==> config.mk <==
export PLATFORM = sky130hd
export DESIGN_NAME = byte_striping_param
export DESIGN_NICKNAME = d
export VERILOG_FILES = /design/src/rtl/byte_striping_param.sv
export SDC_FILE = /design/constraint.sdc
export NUM_CORES = 1
export LEC_CHECK = 0
export CAP_MARGIN = 20
export CELL_PAD_IN_SITES_DETAIL_PLACEMENT = 2
export CELL_PAD_IN_SITES_GLOBAL_PLACEMENT = 2
export CORE_ASPECT_RATIO = 1.5
export CORE_MARGIN = 3
export CORE_UTILIZATION = 39
export CTS_CLUSTER_DIAMETER = 80
export CTS_CLUSTER_SIZE = 24
export DETAILED_ROUTE_END_ITERATION = 6
export PLACE_DENSITY = 0.84
export SYNTH_ARGS = -nofsm -noshare
export SYNTH_HDL_FRONTEND = slang
export SYNTH_SLANG_ARGS = --single-unit
export TNS_END_PERCENT = 1
==> constraint.sdc <==
create_clock -name clk -period 6.9 [get_ports clk]
set_input_delay 0.69 -clock clk [delete_from_list [all_inputs] [get_ports clk]]
set_output_delay 0.69 -clock clk [all_outputs]
set_load 0.02 [all_outputs]
==> src/rtl/byte_striping_param.sv <==
// rtl/byte_striping_param.sv - round-robin byte striper with lane-enable mask, flush and ready/valid
module byte_striping_param #(
    parameter int                LANES = 4,
    parameter int                WIDTH = 8,
    parameter logic [WIDTH-1:0]  PAD   = WIDTH'(8'hBC),
    localparam int               PTR_W = (LANES > 1) ? $clog2(LANES) : 1
) (
    input  logic                     clk,
    input  logic                     reset_L,
    input  logic [WIDTH-1:0]         byteStripingIN,
    input  logic                     inVLD,
    output logic                     inRDY,
    input  logic [LANES-1:0]         laneEN,
    input  logic                     flush,
    output logic [LANES*WIDTH-1:0]   stripedOUT,
    output logic [LANES-1:0]         laneVLD,
    output logic                     byteStripingVLD,
    input  logic                     outRDY,
    output logic [PTR_W-1:0]         lanePtr
);

    logic [LANES*WIDTH-1:0] acc_q, acc_d, acc_new;
    logic [LANES-1:0]       fill_q, fill_d, fill_new;
    logic [LANES-1:0]       en_q, en_d;
    logic [PTR_W-1:0]       ptr_q, ptr_d;
    logic [LANES*WIDTH-1:0] out_q, out_d;
    logic [LANES-1:0]       lvld_q, lvld_d;
    logic                   vld_q, vld_d;

    logic                   empty, slot_free, accept, complete, do_flush;
    logic [LANES-1:0]       eff_mask;
    logic [PTR_W-1:0]       cur_ptr;

    function automatic logic [PTR_W-1:0] lowest_lane(input logic [LANES-1:0] m);
        lowest_lane = '0;
        for (int i = LANES - 1; i >= 0; i--)
            if (m[i]) lowest_lane = PTR_W'(i);
    endfunction

    function automatic logic [PTR_W-1:0] highest_lane(input logic [LANES-1:0] m);
        highest_lane = '0;
        for (int i = 0; i < LANES; i++)
            if (m[i]) highest_lane = PTR_W'(i);
    endfunction

    // Next enabled lane strictly above p, wrapping to the lowest enabled lane.
    function automatic logic [PTR_W-1:0] next_lane(input logic [LANES-1:0] m,
                                                   input logic [PTR_W-1:0] p);
        next_lane = lowest_lane(m);
        for (int i = LANES - 1; i >= 0; i--)
            if (m[i] && (i > int'(p))) next_lane = PTR_W'(i);
    endfunction

    always_comb begin
        empty     = (fill_q == '0);
        eff_mask  = empty ? laneEN : en_q;
        cur_ptr   = empty ? lowest_lane(laneEN) : ptr_q;
        slot_free = !vld_q || outRDY;
        inRDY     = (|eff_mask) && slot_free;
        accept    = inVLD && inRDY;

        acc_new  = acc_q;
        fill_new = fill_q;
        if (accept) begin
            acc_new[int'(cur_ptr)*WIDTH +: WIDTH] = byteStripingIN;
            fill_new[cur_ptr]                     = 1'b1;
        end

        complete = accept && (cur_ptr == highest_lane(eff_mask));
        // A completing symbol makes flush redundant; both paths emit the same way.
        do_flush = flush && slot_free && (fill_new != '0);

        acc_d  = acc_new;
        fill_d = fill_new;
        en_d   = (accept && empty) ? laneEN : en_q;
        ptr_d  = accept ? next_lane(eff_mask, cur_ptr) : ptr_q;
        out_d  = out_q;
        lvld_d = lvld_q;
        vld_d  = vld_q;

        if (complete || do_flush) begin
            for (int i = 0; i < LANES; i++)
                out_d[i*WIDTH +: WIDTH] = fill_new[i] ? acc_new[i*WIDTH +: WIDTH] : PAD;
            lvld_d = fill_new;
            vld_d  = 1'b1;
            acc_d  = '0;
            fill_d = '0;
            ptr_d  = '0;
        end else if (vld_q && outRDY) begin
            vld_d  = 1'b0;
            lvld_d = '0;
        end
    end

    always_ff @(posedge clk or negedge reset_L) begin
        if (!reset_L) begin
            acc_q  <= '0;
            fill_q <= '0;
            en_q   <= '0;
            ptr_q  <= '0;
            out_q  <= '0;
            lvld_q <= '0;
            vld_q  <= 1'b0;
        end else begin
            acc_q  <= acc_d;
            fill_q <= fill_d;
            en_q   <= en_d;
            ptr_q  <= ptr_d;
            out_q  <= out_d;
            lvld_q <= lvld_d;
            vld_q  <= vld_d;
        end
    end

    assign stripedOUT      = out_q;
    assign laneVLD         = lvld_q;
    assign byteStripingVLD = vld_q;
    assign lanePtr         = cur_ptr;

endmodule
After elaboration in Yosys (flattened, before gate mapping):

Index checks and enable logic that the tools add are counted.

* logic and storage cells: 69
* output and inout bits: 40
* register bits: 79
* input port bits: 17

* magnitude comparators: 5
* eq/ne operators: 1
* shift-type cells: 2
* $add $sub $neg: 1
* multiplexer cells: 33
* bitwise operators: 1
* reduce and logical (&&, ||, !) cells: 19

Operator list (count)
* $mux W32: 2
* $neg A5 Y33: 1
* $shift A8 B33 Y32 const A: 1
* $shiftx A8 B33 Y32: 1
* $bwmux W32: 1
* $mux W2: 16
* $mux W8: 4
* $mux W4: 5
* $logic_and A1 B1 Y1: 11
* $gt A2 B2 Y1 const A: 2
* $logic_not A4 Y1: 1
* $mux W1: 4
* $or A4 B4 Y4: 1
* $reduce_bool A2 Y1: 2
* $reduce_bool A4 Y1: 1
* $reduce_or A4 Y1: 1
* $lt A2 B3 Y1 const B: 1
* $demux W1 S2: 1
* $eq A2 B2 Y1: 1
* $ge A2 B1 Y1 const B: 1
* $gt A1 B2 Y1 const A: 1
* $logic_or A1 B1 Y1: 2
* $logic_not A1 Y1: 1

Longest topological paths before layout:

Gate-level depths: netlist (run 1).

* word-level depth: 15
* mapped depth: 13
* depth with buffers taken out: 10

Worst setup path before layout (run 1):

OpenSTA, ideal clock, no wires.

* path kind: flip-flop to flip-flop
* from: register fill_q[3]
* to: register out_q[10], in the netlist stripedOUT[10]
* slack: 3662 ps
* setup time: 125 ps
* data required time: 6775 ps
* cell stages (with the launch flop): 11
* clock period less this slack: 3238 ps
* buffers on the path: 2
* data arrival time: 3113 ps
* cells stage by stage: dfrtp_1 -> or4_4 -> o41ai_4 -> inv_2 -> ha_1 -> a31oi_1 -> a41oi_1 -> nand3b_1 -> buf_6 -> buf_6 -> mux2_4

* cells in the longest elaborated chain, start to end: 11
* elaborated cells on any way between the ends: 27
* those cells by class: add/sub (1); order compare (2); eq/ne (1); shift (2); mux (11); bitwise (1); reduce/logical (9)

Ends and longest elaborated chain
* from (decl): RTL line 23 `logic [LANES-1:0] fill_q, fill_d, fill_new;`
* from (signal assigned): RTL line 106 `fill_q <= fill_d;`
* $logic_not A4 Y1 (*): RTL line 55 `empty = (fill_q == '0);`
* $mux W2 (*): RTL line 57 `cur_ptr = empty ? lowest_lane(laneEN) : ptr_q;`
* net lanePtr[1]: RTL line 19 `output logic [PTR_W-1:0] lanePtr`
* branches (longest 9 deep; another with $neg A5 Y33)
* to (signal assigned): RTL line 109 `out_q <= out_d;`
* to (decl): RTL line 26 `logic [LANES*WIDTH-1:0] out_q, out_d;`

Mark *: on every way through the listed nets, which the timed path passes.
A chain may end at the register's enable or synchronous reset.

Worst setup path in the final report (run 1):

* from: input port laneEN[3]
* to: register out_q[29], in the netlist stripedOUT[29]

* cells in the longest elaborated chain, start to end: 14
* elaborated cells on any way between the ends: 28
* those cells by class: add/sub (1); order compare (2); eq/ne (1); shift (2); mux (13); bitwise (1); reduce/logical (8)

Ends and longest elaborated chain
* from (decl): RTL line 13 `input logic [LANES-1:0] laneEN,`
* branches (longest 14 deep; another with $neg A5 Y33)

Parallel ways; which one is timed is not known.

==> results.sh, run 1 <==
export IMPL_status="complete, no violations"
export IMPL_cp_top_family="compound AO/OA/AOI/OAI gates"
export IMPL_p_per_area_nw_per_um2=491
export IMPL_syn_num_nets=364
export IMPL_synth_compound_area_frac=0.156
export IMPL_synth_mux_area_frac=0.164
export IMPL_synth_edf_count=0
export IMPL_worstRegToRegCells=9
export IMPL_die_h_um=130
export IMPL_drt_total_wl_mm=12.2
export IMPL_crit_required_ns=7.12
export IMPL_max_clock_freq_mhz=221
export IMPL_path_buf_inv=3
export IMPL_rrSetupSlack_ns=2.51
export IMPL_ir_worst_vdd_mv=0.217
export IMPL_period_minus_slack_ns=4.52
export IMPL_cts_hold_buf=0
export IMPL_grt_pass1_vias=3459
export IMPL_ys_seq_area_frac=0.491
export IMPL_grt_usage=0.226
export IMPL_power_uw=2430
export IMPL_rsz0062_at_grt="false"
export IMPL_yosys_most_used_dff="dfrtp_1"
export IMPL_nNetsFinal=411
export IMPL_drt_met1_wl_mm=5.08
export IMPL_portBuffers=56
export IMPL_maxUsedRoutingLayer="met4"
export IMPL_netlist_area_um2=4020
export IMPL_antenna_cells=0
export IMPL_cp_max_fo=57
export IMPL_synthAdderAreaFrac=0.0249
export IMPL_setup_viol=0
export IMPL_async_flop_share=1.00
export IMPL_clkLatencyLatePin_ns=0.34
export IMPL_antenna_found_initial=0
export IMPL_finalHoldViolations=0
export IMPL_dpl_hpwl_mm=8.09
export IMPL_crit_path_cell_trace="clkdlybuf4s50_1 -> nor2b_1 -> o211ai_1 -> and2_1 -> inv_2 -> ha_1 -> a31oi_1 -> a41oi_1 -> nand3b_1 -> buf_4 -> mux2_4"
export IMPL_synth_xor_area_frac=0
export IMPL_ys_warnings_count=0
export IMPL_core_area_um2=9850
export IMPL_cp_depth=11
export IMPL_start_util=0.408
export IMPL_cts_buffers=9
export IMPL_place_gp_congestion=0.892
export IMPL_grt_max_degree=80
export IMPL_fin_setup_tns_ns=0
export IMPL_met2_length_mm=6.54
export IMPL_rows=44
export IMPL_p_leak_uw=0.00217
export IMPL_worst_pin_slew_ns=1.01
export IMPL_critical_path_max_stage_delay_ns=0.72
export IMPL_ios=57
export IMPL_min_period_over_period=0.655
export IMPL_post_route_drc_count=0
export IMPL_post_drt_wl_per_cell_um=24.1
export IMPL_ys_ff_latch=79
export IMPL_synth_top_family_by_area="multiplexers"
export IMPL_drive_gt1_frac=0.182
export IMPL_grt_pass1_wl_mm=19.4
export IMPL_r2r_start="fill_q[3]$_DFF_PN0_"
export IMPL_cts_resized=0
export IMPL_crit_type="in -> reg"
export IMPL_start_kind="primary input"
export IMPL_critPathCapture="stripedOUT[29]$_DFFE_PN0P_"
export IMPL_die_w_um=88.9
export IMPL_ys_types=50
export IMPL_root_buffer="clkbuf_16"
export IMPL_hold_path_class="in -> async"
export IMPL_cp_end_kind="flip-flop"
export IMPL_maxSlewViolCount=0
export IMPL_via_count=3048
export IMPL_drt_initial_drc_count=233
export IMPL_fin_worst_skew_ns=0.00618
export IMPL_syn_instance_count=339
export IMPL_dieArea_um2=11600
export IMPL_wl_met3_um=344
export IMPL_synth_area_per_cell_um2=11.9
export IMPL_post_cts_setup_buffers=0
export IMPL_clkTransAtPathRegs_ns=0.06
export IMPL_crit_start="laneEN[3]"
export IMPL_synth_simple_area_share=0.123
export IMPL_clockBufferDepth=2
export IMPL_area_growth_pct=23.1
export IMPL_cts_tree="built"
export IMPL_reg2reg_to="stripedOUT[29]$_DFFE_PN0P_"
export IMPL_antenna_left=0
export IMPL_max_cap_viol_count=0
export IMPL_slew_limit_headroom=0.323
export IMPL_firstDrtPassIters=4
export IMPL_viasPerCell=6.02
export IMPL_htree_levels=3
export IMPL_arrival_ns=4.74
export IMPL_clock_sinks=79
export IMPL_crit_slowest_cell="a31oi_1"
export IMPL_grt_overflow_total=0
-- cell usage after synthesis (2+ instances only) --
cell | count | share of area
mux2i_1 | 9 | 0.022
a21oi_1 | 2 | 0.0025
a221o_1 | 20 | 0.050
inv_2 | 2 | 0.0019
a31oi_1 | 4 | 0.0062
buf_4 | 4 | 0.0075
buf_1 | 6 | 0.0056
buf_2 | 2 | 0.0025
nor3_1 | 2 | 0.0025
a31o_2 | 2 | 0.0044
nand2_1 | 13 | 0.012
o41ai_1 | 2 | 0.0044
mux2_4 | 28 | 0.10
clkbuf_1 | 8 | 0.0075
nor2_1 | 55 | 0.051
buf_6 | 5 | 0.014
dfrtp_1 | 79 | 0.49
o21ai_0 | 2 | 0.0025
and2_1 | 8 | 0.012
nand3_1 | 4 | 0.0050
a32oi_1 | 9 | 0.020
and3_1 | 2 | 0.0031
nand2b_1 | 2 | 0.0031
and4_1 | 3 | 0.0065
ha_1 | 8 | 0.025
nor4_1 | 5 | 0.0078
a22oi_1 | 20 | 0.037
mux2_2 | 10 | 0.028
o211ai_1 | 2 | 0.0037
-- state kept, by name, summed over array words and instances (netlist names) --
name,cells
acc_q,32
byteStripingVLD,1
fill_q,4
ptr_q,2
en_q,4
laneVLD,4
stripedOUT,32
-- cells in the final DEF, fill, tap and decap left out, types with 2 or more instances in the layout --
| master | instances |
|---|---|
| dfrtp_1 | 79 |
| o41ai_1 | 2 |
| and3_1 | 2 |
| nor3_1 | 2 |
| mux2i_1 | 9 |
| a32oi_1 | 9 |
| clkdlybuf4s50_1 | 55 |
| a31o_2 | 2 |
| nand2_1 | 13 |
| a221o_1 | 20 |
| a22oi_1 | 20 |
| o211ai_1 | 2 |
| a21oi_1 | 2 |
| mux2_4 | 28 |
| ha_1 | 8 |
| buf_4 | 6 |
| and4_1 | 3 |
| clkinvlp_4 | 3 |
| nand2b_1 | 2 |
| clkbuf_16 | 9 |
| clkbuf_1 | 2 |
| nand3_1 | 4 |
| inv_2 | 2 |
| a31oi_1 | 4 |
| nor2_1 | 55 |
| mux2_2 | 10 |
| and2_1 | 8 |
| nor4_1 | 5 |
| bufinv_16 | 2 |
| o21ai_0 | 2 |
-- per-layer routing --
metal  GRT usage  vias up
li1            -     1352
met1       0.280     1614
met2       0.393       65
met3      0.0402       17
met4      0.0780        0
met5           0        -
-- metrics by stage --
stage               std cells  worst slack [ns]  cell area (µm²)   util  hold slack [ns]
floorplan                 339              3.66             4020      -            0.394
global route              506              2.05             4950  0.503            0.178
detailed placement        489              2.16             4610  0.468            0.495
global placement          489              2.37             4610  0.468            0.490
CTS                       505              2.45             4920  0.500            0.510
finish                    506              2.38             4950  0.503            0.182
-- worst min path at each step --
| stage | endpoint | slack (ns) | cells past startpoint |
|---|---|---|---|
| after floorplan | acc_q[0]$_DFF_PN0_ | 0.39 | 0 |
| after global placement | acc_q[17]$_DFF_PN0_ | 0.49 | 2 |
| after detailed placement | stripedOUT[24]$_DFFE_PN0P_ | 0.49 | 1 |
| after CTS | stripedOUT[2]$_DFFE_PN0P_ | 0.51 | 1 |
| after global routing | en_q[0]$_DFFE_PN0P_ | 0.18 | 1 |
| final | en_q[0]$_DFFE_PN0P_ | 0.18 | 1 |
-- cells by family (layout without fill, tap and decap cells) --
family	after synthesis	in the layout
DFF	79	79
adders and majority gates	8	8
AOI/OAI and AO/OA	72	72
buffers and inverters	29	81
and+or+nand+nor	102	102
muxes	49	49
-- power by group --
group	switching [µW]	internal, µW
Clock	194	317
Combinational	703	544
Sequential	90.2	585
Total	986	1450
-- cell type report --
| type | count | area, µm² |
|---|---|---|
| multi-input cells | 231 | 1880 |
| fillers | 979 | 4900 |
| inverters | 3 | 11.3 |
| repair buffers | 62 | 623 |
| clock inverters | 5 | 82.6 |
| well taps | 115 | 144 |
| flip-flops and latches | 79 | 1980 |
| clock buffers | 11 | 233 |
Power figures use the tool's default switching activity.
==> run 2, diff against run 1 <==
--- a/config.mk
+++ b/config.mk
@@ -10,11 +10,11 @@
 export CELL_PAD_IN_SITES_GLOBAL_PLACEMENT = 2
 export CORE_ASPECT_RATIO = 1.5
 export CORE_MARGIN = 3
-export CORE_UTILIZATION = 39
+export CORE_UTILIZATION = 33
 export CTS_CLUSTER_DIAMETER = 80
 export CTS_CLUSTER_SIZE = 24
 export DETAILED_ROUTE_END_ITERATION = 6
-export PLACE_DENSITY = 0.84
+export PLACE_DENSITY = 0.76
 export SYNTH_ARGS = -nofsm -noshare
 export SYNTH_HDL_FRONTEND = slang
 export SYNTH_SLANG_ARGS = --single-unit
==> constraint.sdc (replaced) <==
create_clock -name clk -period 4.02 [get_ports clk]
set_input_delay 0.402 -clock clk [delete_from_list [all_inputs] [get_ports clk]]
set_output_delay 0.402 -clock clk [all_outputs]
set_load 0.02 [all_outputs]
==> results.sh, run 2 (same netlist as run 1, synthesis figures left out) <==
export IMPL_antenna_cells=0
export IMPL_ir_worst_vdd_mv=0.272
export IMPL_post_drt_wl_per_cell_um=22.0
export IMPL_viasPerCell=5.60
export IMPL_cp_max_fo=36
export IMPL_root_buffer="clkbuf_16"
export IMPL_clock_sinks=79
export IMPL_drive_gt1_frac=0.196
export IMPL_portBuffers=56
export IMPL_clkLatencyLatePin_ns=0.34
export IMPL_crit_start="fill_q[3]$_DFF_PN0_"
export IMPL_path_buf_inv=2
export IMPL_crit_slowest_cell="or4_4"
export IMPL_r2r_start="fill_q[3]$_DFF_PN0_"
export IMPL_firstDrtPassIters=4
export IMPL_power_uw=4300
export IMPL_start_kind="flip-flop"
export IMPL_dpl_hpwl_mm=8.40
export IMPL_grt_pass1_vias=3536
export IMPL_fin_worst_skew_ns=0.00519
export IMPL_max_clock_freq_mhz=273
export IMPL_fin_setup_tns_ns=0
export IMPL_max_cap_viol_count=0
export IMPL_antenna_found_initial=0
export IMPL_core_area_um2=11700
export IMPL_most_common_layout_cells="dfrtp_1 (79), nor2_1 (55), clkdlybuf4s50_1 (55), mux2_4 (28)"
export IMPL_finalHoldViolations=0
export IMPL_cts_tree="built"
export IMPL_clockBufferDepth=2
export IMPL_crit_required_ns=4.24
export IMPL_grt_max_degree=80
export IMPL_via_count=3067
export IMPL_critical_path_max_stage_delay_ns=0.69
export IMPL_nNetsFinal=418
export IMPL_p_leak_uw=0.00223
export IMPL_p_per_area_nw_per_um2=842
export IMPL_cp_end_kind="flip-flop"
export IMPL_status="complete, no violations"
export IMPL_start_util=0.344
export IMPL_rsz0062_at_grt="false"
export IMPL_crit_type="reg -> reg"
export IMPL_setup_viol=0
export IMPL_clkTransAtPathRegs_ns=0.06
export IMPL_worst_pin_slew_ns=0.694
export IMPL_post_cts_setup_buffers=0
export IMPL_grt_pass1_wl_mm=19.5
export IMPL_ios=57
export IMPL_maxSlewViolCount=0
export IMPL_crit_path_cell_trace="or4_4 -> o41ai_4 -> inv_2 -> ha_1 -> a31oi_1 -> a41oi_1 -> nand3b_1 -> buf_12 -> mux2_4"
export IMPL_cp_top_family="simple AND/OR/NAND/NOR gates"
export IMPL_cts_resized=0
export IMPL_die_w_um=96.2
export IMPL_grt_overflow_total=0
export IMPL_area_growth_pct=26.9
export IMPL_drt_initial_drc_count=198
export IMPL_place_gp_congestion=0.826
export IMPL_antenna_left=0
export IMPL_whs_ns=0.446
export IMPL_drt_total_wl_mm=12.0
export IMPL_period_minus_slack_ns=3.66
export IMPL_arrival_ns=3.88
export IMPL_post_route_drc_count=0
export IMPL_slew_limit_headroom=0.533
export IMPL_cts_buffers=9
export IMPL_die_h_um=141
export IMPL_rows=48
export IMPL_min_period_over_period=0.911
export IMPL_final_common_cell="dfrtp_1"
export IMPL_cts_hold_buf=0
export IMPL_hold_path_class="in -> async"
export IMPL_dieArea_um2=13600
export IMPL_htree_levels=3
export IMPL_grt_usage=0.190
run 2: changes by cell type in the layout (fill, tap and decap cells not counted), sizes merged:
| cell | delta |
|---|---|
| clkinvlp | -3 |
| clkbuf | +3 |
| buf | +6 |
| dlygate4sd3 | +1 |
run 2: area by class of cell:
cell class              count  area [µm²]
flip-flops and latches     79        1980
repair buffers             69         703
clock inverters             2        60.1
multi-input cells         231        1880
clock buffers              14         284
inverters                   3        11.3
fillers                  1232        6610
well taps                 150         188
run 2: routing by layer:
layer	global-route usage	routed length (µm)	part of all wire
met1	0.228	4860	0.40
met2	0.338	6600	0.55
met3	0.0288	322	0.027
met4	0.0622	249	0.021
met5	0	0	0
run 2: per-stage QoR:
step | util | area [µm²] | setup WS, ns | instances
after CTS | 0.433 | 5070 | 0.332 | 546
final | 0.436 | 5100 | 0.356 | 548
after detailed placement | 0.403 | 4720 | 0.149 | 530
after global placement | 0.403 | 4720 | 0.383 | 530
after floorplan | - | 4020 | 0.782 | 339
after global routing | 0.436 | 5100 | 0.0774 | 548
run 2: power by group:
group          internal [µW]  leakage, µW  total, µW  switching (µW)
Sequential              1000      0.00100       1160             157
Combinational           1010      0.00106       2210            1200
Clock                    612     0.000169        927             315
run 2: path summary, 6_finish.rpt:
path	end	cells after the start	slack, ns
worst min-delay path	stripedOUT[26]$_DFFE_PN0P_	2	0.45
worst max-delay path	stripedOUT[19]$_DFFE_PN0P_	9	0.36
min in group clk	stripedOUT[10]$_DFFE_PN0P_	1	0.51
max in group asynchronous	stripedOUT[4]$_DFFE_PN0P_	3	2.97
worst min register to register	stripedOUT[10]$_DFFE_PN0P_	1	0.51
worst max register to register	stripedOUT[19]$_DFFE_PN0P_	9	0.36
run 2: worst register-to-register path, delay by kind of cell, from the launching register on:
| family | cells | cell delay (ns) |
|---|---|---|
| buf+inv | 2 | 0.46 |
| mux | 1 | 0.35 |
| fa+ha+maj | 1 | 0.29 |
| simple gates | 2 | 1.10 |
| flops | 1 | 0.43 |
| compound gates | 3 | 0.93 |
==> run 3, diff against run 2 <==
--- a/config.mk
+++ b/config.mk
@@ -15,6 +15,7 @@
 export CTS_CLUSTER_SIZE = 24
 export DETAILED_ROUTE_END_ITERATION = 6
 export PLACE_DENSITY = 0.76
+export SLEW_MARGIN = 0
 export SYNTH_ARGS = -nofsm -noshare
 export SYNTH_HDL_FRONTEND = slang
 export SYNTH_SLANG_ARGS = --single-unit
==> results of run 3 <==
Final layout, timing and power as in run 2 (identical DEF).
